<file path="src/rtl/mem_arb_pkg.sv">
// Shared types and default widths for the IFU/EXU memory port arbiter.
package mem_arb_pkg;

  localparam int MEM_ARB_ADDR_W = 64;
  localparam int MEM_ARB_DATA_W = 64;

  // Bit positions inside the one-hot grant vector.
  localparam int GNT_IF = 0;
  localparam int GNT_LS = 1;

  typedef enum logic [1:0] {
    IDLE = 2'd0,
    REQ  = 2'd1,
    RESP = 2'd2
  } mem_arb_state_t;

  typedef enum logic {
    OWN_IF = 1'b0,
    OWN_LS = 1'b1
  } mem_arb_owner_t;

endpackage

</file>
<file path="src/rtl/mem_arb_pick.sv">
// Two-way combinational grant picker with one-hot output. MEM_ARB_RR_EN selects
// round-robin on contention; otherwise load/store always beats fetch.
module mem_arb_pick
  import mem_arb_pkg::*;
(
  input  logic       i_if_vld,
  input  logic       i_ls_vld,
`ifdef MEM_ARB_RR_EN
  input  logic       i_last_grant,
`endif
  output logic [1:0] o_grant
);

  always_comb begin
    o_grant = '0;
`ifdef MEM_ARB_RR_EN
    if (i_if_vld && i_ls_vld) begin
      if (i_last_grant == OWN_LS) o_grant[GNT_IF] = 1'b1;
      else                        o_grant[GNT_LS] = 1'b1;
    end else if (i_ls_vld) begin
      o_grant[GNT_LS] = 1'b1;
    end else if (i_if_vld) begin
      o_grant[GNT_IF] = 1'b1;
    end
`else
    if (i_ls_vld)      o_grant[GNT_LS] = 1'b1;
    else if (i_if_vld) o_grant[GNT_IF] = 1'b1;
`endif
  end

endmodule

</file>
<file path="src/rtl/mem_port_arb.sv">
// Shares one memory port between fetch and load/store, one transaction in flight;
// request at N+1 after handshake, response passes through combinationally. Optional MEM_ARB_RR_EN.
module mem_port_arb
  import mem_arb_pkg::*;
#(
  parameter int ADDR_W = MEM_ARB_ADDR_W,
  parameter int DATA_W = MEM_ARB_DATA_W
) (
  input  logic                clk,
  input  logic                rst_n,
  input  logic                if_req_valid,
  output logic                if_req_ready,
  input  logic [ADDR_W-1:0]   if_addr,
  output logic                if_rsp_valid,
  output logic [DATA_W-1:0]   if_rsp_data,
  input  logic                ls_req_valid,
  output logic                ls_req_ready,
  input  logic                ls_wr,
  input  logic [DATA_W/8-1:0] ls_bytes,
  input  logic [ADDR_W-1:0]   ls_addr,
  input  logic [DATA_W-1:0]   ls_wdata,
  output logic                ls_rsp_valid,
  output logic [DATA_W-1:0]   ls_rsp_rdata,
  output logic                mem_req_valid,
  input  logic                mem_req_ready,
  output logic                mem_wr,
  output logic [DATA_W/8-1:0] mem_bytes,
  output logic [ADDR_W-1:0]   mem_addr,
  output logic [DATA_W-1:0]   mem_wdata,
  input  logic                mem_rsp_valid,
  input  logic [DATA_W-1:0]   mem_rdata
);

  mem_arb_state_t      r_state;
  mem_arb_owner_t      r_owner;
  logic                r_req_vld;
  logic                r_wr;
  logic [DATA_W/8-1:0] r_bytes;
  logic [ADDR_W-1:0]   r_addr;
  logic [DATA_W-1:0]   r_wdata;
`ifdef MEM_ARB_RR_EN
  mem_arb_owner_t      r_last_grant;
`endif

  logic [1:0] w_grant;
  logic       w_idle;
  logic       w_if_hs;
  logic       w_ls_hs;
  logic       w_rsp;

  mem_arb_pick u_pick (
    .i_if_vld     (if_req_valid),
    .i_ls_vld     (ls_req_valid),
`ifdef MEM_ARB_RR_EN
    .i_last_grant (r_last_grant),
`endif
    .o_grant      (w_grant)
  );

  // Ready is gated by rst_n so nothing is accepted while reset is held.
  assign w_idle  = rst_n && (r_state == IDLE);
  assign w_if_hs = w_idle && w_grant[GNT_IF] && if_req_valid;
  assign w_ls_hs = w_idle && w_grant[GNT_LS] && ls_req_valid;
  assign w_rsp   = (r_state == RESP) && mem_rsp_valid;

  assign if_req_ready = w_idle && w_grant[GNT_IF];
  assign ls_req_ready = w_idle && w_grant[GNT_LS];

  assign if_rsp_valid = w_rsp && (r_owner == OWN_IF);
  assign ls_rsp_valid = w_rsp && (r_owner == OWN_LS);
  assign if_rsp_data  = if_rsp_valid ? mem_rdata : '0;
  assign ls_rsp_rdata = ls_rsp_valid ? mem_rdata : '0;

  assign mem_req_valid = r_req_vld;
  assign mem_wr        = r_wr;
  assign mem_bytes     = r_bytes;
  assign mem_addr      = r_addr;
  assign mem_wdata     = r_wdata;

  always_ff @(posedge clk or negedge rst_n) begin
    if (!rst_n) begin
      r_state   <= IDLE;
      r_owner   <= OWN_IF;
      r_req_vld <= 1'b0;
      r_wr      <= 1'b0;
      r_bytes   <= '0;
      r_addr    <= '0;
      r_wdata   <= '0;
`ifdef MEM_ARB_RR_EN
      r_last_grant <= OWN_IF;
`endif
    end else begin
      case (r_state)
        IDLE: begin
          if (w_ls_hs) begin
            r_state   <= REQ;
            r_req_vld <= 1'b1;
            r_owner   <= OWN_LS;
            r_wr      <= ls_wr;
            r_bytes   <= ls_bytes;
            r_addr    <= ls_addr;
            r_wdata   <= ls_wdata;
`ifdef MEM_ARB_RR_EN
            r_last_grant <= OWN_LS;
`endif
          end else if (w_if_hs) begin
            r_state   <= REQ;
            r_req_vld <= 1'b1;
            r_owner   <= OWN_IF;
            r_wr      <= 1'b0;
            r_bytes   <= '1;
            r_addr    <= if_addr;
            r_wdata   <= '0;
`ifdef MEM_ARB_RR_EN
            r_last_grant <= OWN_IF;
`endif
          end
        end
        REQ: begin
          if (mem_req_ready) begin
            r_state   <= RESP;
            r_req_vld <= 1'b0;
          end
        end
        RESP: begin
          if (mem_rsp_valid) r_state <= IDLE;
        end
        default: begin
          r_state   <= IDLE;
          r_req_vld <= 1'b0;
        end
      endcase
    end
  end

endmodule

</file>
<file path="config.mk">
export PLATFORM = sky130hd
export DESIGN_NAME = mem_port_arb
export DESIGN_NICKNAME = d
export VERILOG_FILES = /design/src/rtl/mem_arb_pkg.sv /design/src/rtl/mem_arb_pick.sv /design/src/rtl/mem_port_arb.sv
export SDC_FILE = /design/constraint.sdc
export NUM_CORES = 1
export LEC_CHECK = 0
export ABC_AREA = 1
export CAP_MARGIN = 20
export CORE_AREA = 4 4 205 207
export CTS_CLUSTER_DIAMETER = 120
export DETAILED_ROUTE_END_ITERATION = 7
export DIE_AREA = 0 0 209 211
export RECOVER_POWER = 50
export SYNTH_ARGS = -nofsm -noshare
export SYNTH_HDL_FRONTEND = slang
export SYNTH_SLANG_ARGS = --single-unit
</file>
<file path="constraint.sdc">
create_clock -name clk -period 4.1 [get_ports clk]
set_clock_uncertainty 0.05 [all_clocks]
set_input_delay 0.41 -clock clk [delete_from_list [all_inputs] [get_ports clk]]
set_output_delay 0.41 -clock clk [all_outputs]
set_load 0.01 [all_outputs]
</file>
Word-level counts from Yosys, hierarchy flattened
Index checks and enable logic that the tools add are counted.
{"block": "op_classes", "n_eq_ne": 5, "n_bitwise": 2, "muxes": 23, "n_reduce_logical": 13}
{"op": "$mux W64", "n": 6}
{"op": "$mux W8", "n": 2}
{"op": "$mux W1", "n": 9}
{"op": "$logic_and A1 B1 Y1", "n": 8}
{"op": "$mux W2", "n": 4}
{"op": "$pmux W2 S3", "n": 1}
{"op": "$reduce_and A3 Y1", "n": 2}
{"op": "$ne A2 B2 Y1 const B", "n": 2}
{"op": "$ne A3 B3 Y1 const B", "n": 1}
{"op": "$pmux W1 S3", "n": 1}
{"op": "$eq A2 B1 Y1 const B", "n": 1}
{"op": "$eq A2 B2 Y1 const B", "n": 1}
{"op": "$logic_not A2 Y1", "n": 1}
{"op": "$not A1 Y1", "n": 2}
{"op": "$reduce_and A2 Y1", "n": 1}
{"op": "$reduce_bool A2 Y1", "n": 1}
{"block": "totals", "output_inout_bits": 270, "reg_bits": 141, "in_bits": 271, "wordCells": 50}

Longest topological paths before layout
Gate-level depths: netlist of the first run.
{"block": "logic_depth", "depth_word": 7, "ltp_mapped": 8, "ltp_nobuf": 6}

Hierarchy
Synthesis of the first run repeated with hierarchy kept, for this count alone.
{"block": "unflattened", "cells_unflattened": 1085, "area_unflattened_um2": 7358.3}
{"module": "mem_port_arb", "cells_per_inst": 1082, "seq_area_each_um2": 3528.4, "n_inst": 1, "area_each_um2": 7340.8}
{"module": "mem_arb_pick", "cells_per_inst": 3, "seq_area_each_um2": 0.0, "n_inst": 1, "area_each_um2": 17.5}

Worst setup path after synthesis of the first run
OpenSTA, ideal clock, no wires.
{"block": "synth_timing", "path_type": "register to output", "from": "register r_state[1]", "to": "output if_rsp_data[10]", "n_path_buf": 1, "required_ns": 3.640, "setup_slack_ns": 2.401, "arrival_ns": 1.239, "path_stages_with_launch": 8, "path_cell_list": "dfrtp_1 -> inv_1 -> nor2_2 -> nand2_1 -> nor2_2 -> inv_2 -> buf_6 -> nor2_1"}
{"block": "synth_between", "elab_chain_cells": 4}
{"item": "start: declaration", "line_no": "mem_port_arb.sv:34", "source": "mem_arb_state_t r_state;"}
{"item": "start signal: assignment", "line_no": "mem_port_arb.sv:82", "source": "r_state <= IDLE;"}
{"item": "start signal: assignment", "line_no": "mem_port_arb.sv:96", "source": "r_state <= REQ;"}
{"item": "start signal: assignment", "line_no": "mem_port_arb.sv:107", "source": "r_state <= REQ;"}
{"item": "$eq A2 B2 Y1", "line_no": "mem_port_arb.sv:64", "source": "assign w_rsp = (r_state == RESP) && mem_rsp_valid;"}
{"item": "$logic_and A1 B1 Y1", "line_no": "mem_port_arb.sv:64"}
{"item": "$logic_and A1 B1 Y1", "line_no": "mem_port_arb.sv:69", "source": "assign if_rsp_valid = w_rsp && (r_owner == OWN_IF);"}
{"item": "net if_rsp_valid", "line_no": "mem_port_arb.sv:14", "source": "output logic if_rsp_valid,"}
{"item": "$mux W64", "line_no": "mem_port_arb.sv:71", "source": "assign if_rsp_data = if_rsp_valid ? mem_rdata : '0;"}
{"item": "end: declaration", "line_no": "mem_port_arb.sv:15", "source": "output logic [DATA_W-1:0] if_rsp_data,"}
The timed path passes the listed nets, and every way through them passes these cells.

Worst setup path after layout of the first run
{"block": "layout_timing", "from": "register r_state[1]", "to": "output if_rsp_data[0]"}
{"block": "layout_between", "elab_chain_cells": 4}
{"item": "$eq A2 B2 Y1", "line_no": "mem_port_arb.sv:64"}
{"item": "$logic_and A1 B1 Y1", "line_no": "mem_port_arb.sv:64"}
{"item": "$logic_and A1 B1 Y1", "line_no": "mem_port_arb.sv:69"}
{"item": "$mux W64", "line_no": "mem_port_arb.sv:71"}
Every way passes these cells.

==> flow_summary.toml, run 1 <==
[placed_design]
hpwlAfterDp_microns = 25100
pre_cts_slack_ps = 1170
io_buffer_count = 540
gp_congestion = 0.917

[synthesis]
yosys.area.top_type = "dfrtp_1"
synth_top_area_share_pct = 48.5
synth_cells = 1032
yosysWarnings = 0
async_flop_share_pct = 100
ys_top_cells_by_count = "nand2_1 (519), nor2_1 (148), dfrtp_1 (141)"
synth_seq_area_share_pct = 48.5
yosys_register_bits = 141
synth.most_common_cell = "nand2_1"
yosys-top-cells-area = "dfrtp_1 (49%), nand2_1 (27%), nor2_1 (7.6%)"
syn_nets = 1303
synthFlopType = "dfrtp_1"
syn_area_per_cell_sq_um = 7.04
ys_types = 19
synth_edf_count = 0
syn-cell-area_sq_um = 7270

[timing]
maxSlewHeadroom_pct = 39.7
rsz0062_at_grt = "false"
drv_slew = 0
period_share_pct = 74.9
max_freq_mhz = 326
report.final.hold_viol_count = 0
fin_setup_tns_ps = 0
final-setup-viol-count = 0
fin_crit_ps = 3070
setup_slack_ps = 1030
worstMarginPinSlew_ps = 905

[status]
status = "finished, final reports clean"

[pwr]
pwr-share-comb_pct = 46.6
power.internal_mw = 4.53
sw_frac_of_total_pct = 37.9
switchingPower_mw = 2.76
p_clk_share_pct = 20.2
vdd.ir_drop.worst_mv = 0.304
power_density_nw_per_um2 = 537
p_leak_nw = 6.71
total_power_mw = 7.29
p_seq_share_pct = 33.2

[setup_path]
arrival_ps = 2610
worstSetupStartpointType = "flop"
worstSetupPathType = "reg2out"
cpPeakStageDelay_ps = 620
slowest_stage = "clkdlybuf4s50_1"
crit_path_frequent_cell = "nor2_1"
worstPathCellList = "inv_1 > nor2_1 > nand2_1 > nor2_2 > inv_2 > buf_4 > nor2_1 > clkdlybuf4s50_1"
cp-end-kind = "primary output"
cp.required_ps = 3640
cp_max_fo = 46

[floorplanning]
top_level_ports = 541
dieArea_sq_um = 44100
core_sq_um = 40400
initial_core_util_pct = 18.0
die_w_microns = 209
die_h_microns = 211
rows = 74

[route]
wl_per_cell_microns = 15.9
drc = 0
antenna_left = 0
finalWirelength_microns = 32900
first_pass_iters = 5
drt_iter0_markers = 482
vias = 8377
avgViaCountPerCell = 4.03

[global_route]
grt_max_degree = 173
grt_pass1_wl_microns = 49300
grt_pass1_vias = 8402
grt_overflow_total = 0
grt_use_total_pct = 14.3
antenna_found_initial = 1

[final_layout]
fin_nets = 1804
drive_above_1_share_pct = 3.69
syn_to_final_growth_pct = 86.9
multi_input_area_sq_um = 3040
final-seq-area_sq_um = 3530
nFillCells = 4245
n_antenna_cell = 0

[clock_network]
cts_tree = "done"
root_buffer = "clkbuf_16"
numCtsBuffers = 17
clock-sinks = 141
cts_post_setup_buffers_inserted = 0
insertion_delay_ps = 430
cts_max_path_buffers = 2
htree_levels = 4
clk_pin_slew_worst_paths_ps = 60

[hold_path]
hold_class = "in2reg"

[run]
drv_cap = 0
-- power by group through the flow --
| stage | clock (mW) | sequential, mW | combinational [mW] |
|---|---|---|---|
| finish | 1.47 | 2.42 | 3.40 |
| global route | 1.59 | 2.52 | 3.74 |
| CTS | 1.55 | 2.46 | 3.73 |
| floorplan | 0 | 2.76 | 1.15 |
| detailed placement | 0 | 2.46 | 3.72 |
| global placement | 0 | 2.44 | 3.70 |
-- kinds of logic after synthesis --
logic type | count (synthesis) | synth area share (%)
AO/OA/AOI/OAI | 5 | 0.499
AND/OR/NAND/NOR | 743 | 41.1
flip-flops | 141 | 48.5
buffers and inverters | 143 | 9.88
-- final cells by class --
cell class | instances | area share [%]
sequential | 141 | 26.0
timing repair buffer | 552 | 40.7
clock buffer | 19 | 3.26
inverter | 73 | 2.02
clock inverter | 13 | 0.737
tap | 532 | 4.90
multi-input combinational | 748 | 22.4
-- state kept, by name (all words and copies together), names as in the netlist --
signal         count
r_owner            1
mem_wr             1
mem_wdata         64
mem_req_valid      1
mem_bytes          8
r_state            2
mem_addr          64
-- critical path: cells and delay by family (launching register included) --
kind | cells | cell delay (ps)
buffers and inverters | 4 | 1170
and+or+nand+nor | 4 | 570
DFF | 1 | 410
-- per-layer routing --
| layer | track usage (%) | wire [microns] |
|---|---|---|
| met5 | 0 | 13 |
| met4 | 6.17 | 1030 |
| met3 | 4.69 | 2530 |
| met2 | 25.2 | 16800 |
| met1 | 15.9 | 12600 |
-- cell usage in the layout, fill, tap and decap left out, types with 2 or more instances in the layout --
cell               n
buf_12             3
buf_4              8
clkbuf_16         17
clkbuf_8           2
clkdlybuf4s50_1  404
clkinv_2           8
clkinvlp_4         4
dfrtp_1          141
dlygate4sd3_1    135
inv_1             71
inv_2              2
nand2_1          519
nand4_1           64
nor2_1           149
nor2_2             6
o21ai_0            2
-- per-stage QoR --
step	instance area, sq um	hold WS, ps	util [%]	std cells
floorplan	7270	64.4	-	1032
CTS	13600	334	33.7	2078
global route	13600	387	33.7	2078
detailed placement	13000	293	32.3	2045
global placement	13000	290	32.3	2045
finish	13600	362	33.7	2078
-- final timing paths --
| path | from | end | slack, ps | depth (start not counted) |
|---|---|---|---|---|
| min in group asynchronous | rst_n | mem_addr[19] | 380 | 2 |
| max in group asynchronous | rst_n | mem_wdata[53] | 2400 | 3 |
| min reg2reg | mem_wdata[14] | mem_wdata[14] | 410 | 2 |
| min | ls_req_valid | r_owner | 360 | 5 |
| max | r_state[1] | if_rsp_data[0] | 1030 | 8 |
| max reg2reg | r_state[0] | mem_wdata[24] | 1870 | 6 |
-- what timing repair did --
action / in CTS / in global routing
resized for setup: 0 / 0
hold buffers: 1 / 0
endpoints found under the hold margin: 17 / 0
No activity file was read; power rests on OpenSTA's default activity.
==> inputs of run 2 (changes only) <==
CORE_AREA = 4 4 211 213   (was 4 4 205 207)
DIE_AREA = 0 0 215 217   (was 0 0 209 211)
clock period = 2.6 ns   (was 4.1 ns; I/O delays follow)
==> run 2 against run 1 <==
Against the previous run:
- sequential power rose by 57%
- final cell count up 1.5%
- sequential share of layout area is 0.33 points lower
- first-iteration DRC count shrank 7.3%
- count of clock-buffer cells in the layout decreased by 1
- critical path depth shrank 1
- global-route usage increased by 0.82 points
- worst hold slack worse by 120 ps
- worst setup slack lost 880 ps
- die area is 5.8% higher
- critical endpoint is now if_rsp_data[3]
- largest cell class unchanged
- highest routed layer is now met4
==> flow_summary.toml, run 2 (synthesis gave the netlist of run 1 again) <==
[timing]
drv_slew = 0
final-setup-viol-count = 0
rsz0062_at_grt = "false"
fin_crit_ps = 2450
whs_ps = 245
period_share_pct = 94.1
report.final.hold_viol_count = 0
maxSlewHeadroom_pct = 19.1
worstMarginPinSlew_ps = 1210
max_freq_mhz = 409
fin_setup_tns_ps = 0

[pwr]
vdd.ir_drop.worst_mv = 0.473
pwr-share-comb_pct = 45.7
power.internal_mw = 7.40
power_density_nw_per_um2 = 862
p_clk_share_pct = 22.2
p_seq_share_pct = 32.1
switchingPower_mw = 4.46
total_power_mw = 11.9
p_leak_nw = 7.11
sw_frac_of_total_pct = 37.6

[final_layout]
syn_to_final_growth_pct = 89.3
layout_common_cells = "nand2_1 (519), clkdlybuf4s50_1 (350), nor2_1 (148)"
layout_commonest_cell = "nand2_1"
fin_cells = 2110
design_area_sq_um = 13800
drive_above_1_share_pct = 4.62
fin_nets = 1818

[global_route]
grt_overflow_total = 0
grt_pass1_vias = 8416
grt_use_total_pct = 15.1
antenna_found_initial = 7
grt_pass1_wl_microns = 53300
grt_max_degree = 69

[setup_path]
critical-path-top-delay-family = "buffers and inverters"
cp_max_fo = 19
worstSetupPathType = "reg2out"
cpPeakStageDelay_ps = 550
worstPathCellList = "inv_1 > nor2_2 > nand2_1 > nor2_4 > inv_6 > nor2_1 > clkdlybuf4s50_1"
worstSetupStartpointType = "flop"
arrival_ps = 2140
cp-end-kind = "primary output"
slowest_stage = "clkdlybuf4s50_1"
path_buf_inv = 3
cp.required_ps = 2290

[route]
antenna_left = 0
drt_iter0_markers = 447
vias = 8459
wl_per_cell_microns = 17.4
drc = 0
avgViaCountPerCell = 4.01
finalWirelength_microns = 36700
first_pass_iters = 5

[floorplanning]
die_w_microns = 215
top_level_ports = 541
initial_core_util_pct = 17.0
dieArea_sq_um = 46700
rows = 76
die_h_microns = 217
core_sq_um = 42700

[clock_network]
insertion_delay_ps = 440
clock-sinks = 141
cts_max_path_buffers = 2
numCtsBuffers = 17
cts_tree = "done"
clk_pin_slew_worst_paths_ps = 70
htree_levels = 4
root_buffer = "clkbuf_16"

[status]
status = "finished, final reports clean"

[run]
drv_cap = 0

[placed_design]
io_buffer_count = 540
place_area_sq_um = 13200
dp_cells = 2071
gp_congestion = 0.934
hpwlAfterDp_microns = 29200

[hold_path]
hold_class = "in2async"
run 2: per-stage QoR:
stage	utilization (%)	setup WS (ps)
after floorplan	-	1050
after global placement	30.9	238
after detailed placement	30.9	132
after CTS	32.3	8.06
after global routing	32.2	5.52
final	32.2	154
run 2: area by class of cell:
| cell class | count | area (sq um) |
|---|---|---|
| Antenna cell | 4 | 10.0 |
| Clock buffer | 18 | 439 |
| Clock inverter | 14 | 180 |
| Fill cell | 4608 | 28900 |
| Inverter | 73 | 279 |
| Multi-Input combinational cell | 748 | 3030 |
| Sequential cell | 141 | 3530 |
| Tap cell | 546 | 683 |
| Timing Repair Buffer | 566 | 5610 |
run 2: timing repair:
item,4_1_cts,5_1_grt
gates resized for setup,50,3
setup endpoints to repair,50,3
hold endpoints to repair,13,0
buffers inserted,2,0
pin swaps,2,0
hold buffers,1,0
run 2: final timing paths:
path / start / end / slack, ps / cells after the start
worst max-delay path: r_state[1] / if_rsp_data[3] / 150 / 7
worst min-delay path: rst_n / mem_bytes[1] / 250 / 2
worst max register to register: r_state[0] / mem_addr[9] / 350 / 8
worst min register to register: mem_wdata[41] / mem_wdata[41] / 410 / 2
max in group asynchronous: rst_n / mem_wdata[41] / 510 / 4
min in group clk: ls_wdata[25] / mem_wdata[25] / 300 / 3
run 2: power by group through the flow:
stage                     sequential [mW]  clock (mW)  combinational (mW)
final                                3.81        2.63                5.42
after floorplan                      4.36           0                1.81
after global routing                 3.97        2.82                5.94
after global placement               3.85           0                5.90
after detailed placement             3.89           0                5.95
after CTS                            3.88        2.72                5.96
run 2: metal layers:
layer  vias to the layer above  wire length, microns  GRT usage, %
met5                         -                     0             0
met4                         0                  1280          7.26
met3                        61                  2430          4.13
met2                       364                 19400          27.5
met1                      3873                 13600          16.3
li1                       4161                     -             -
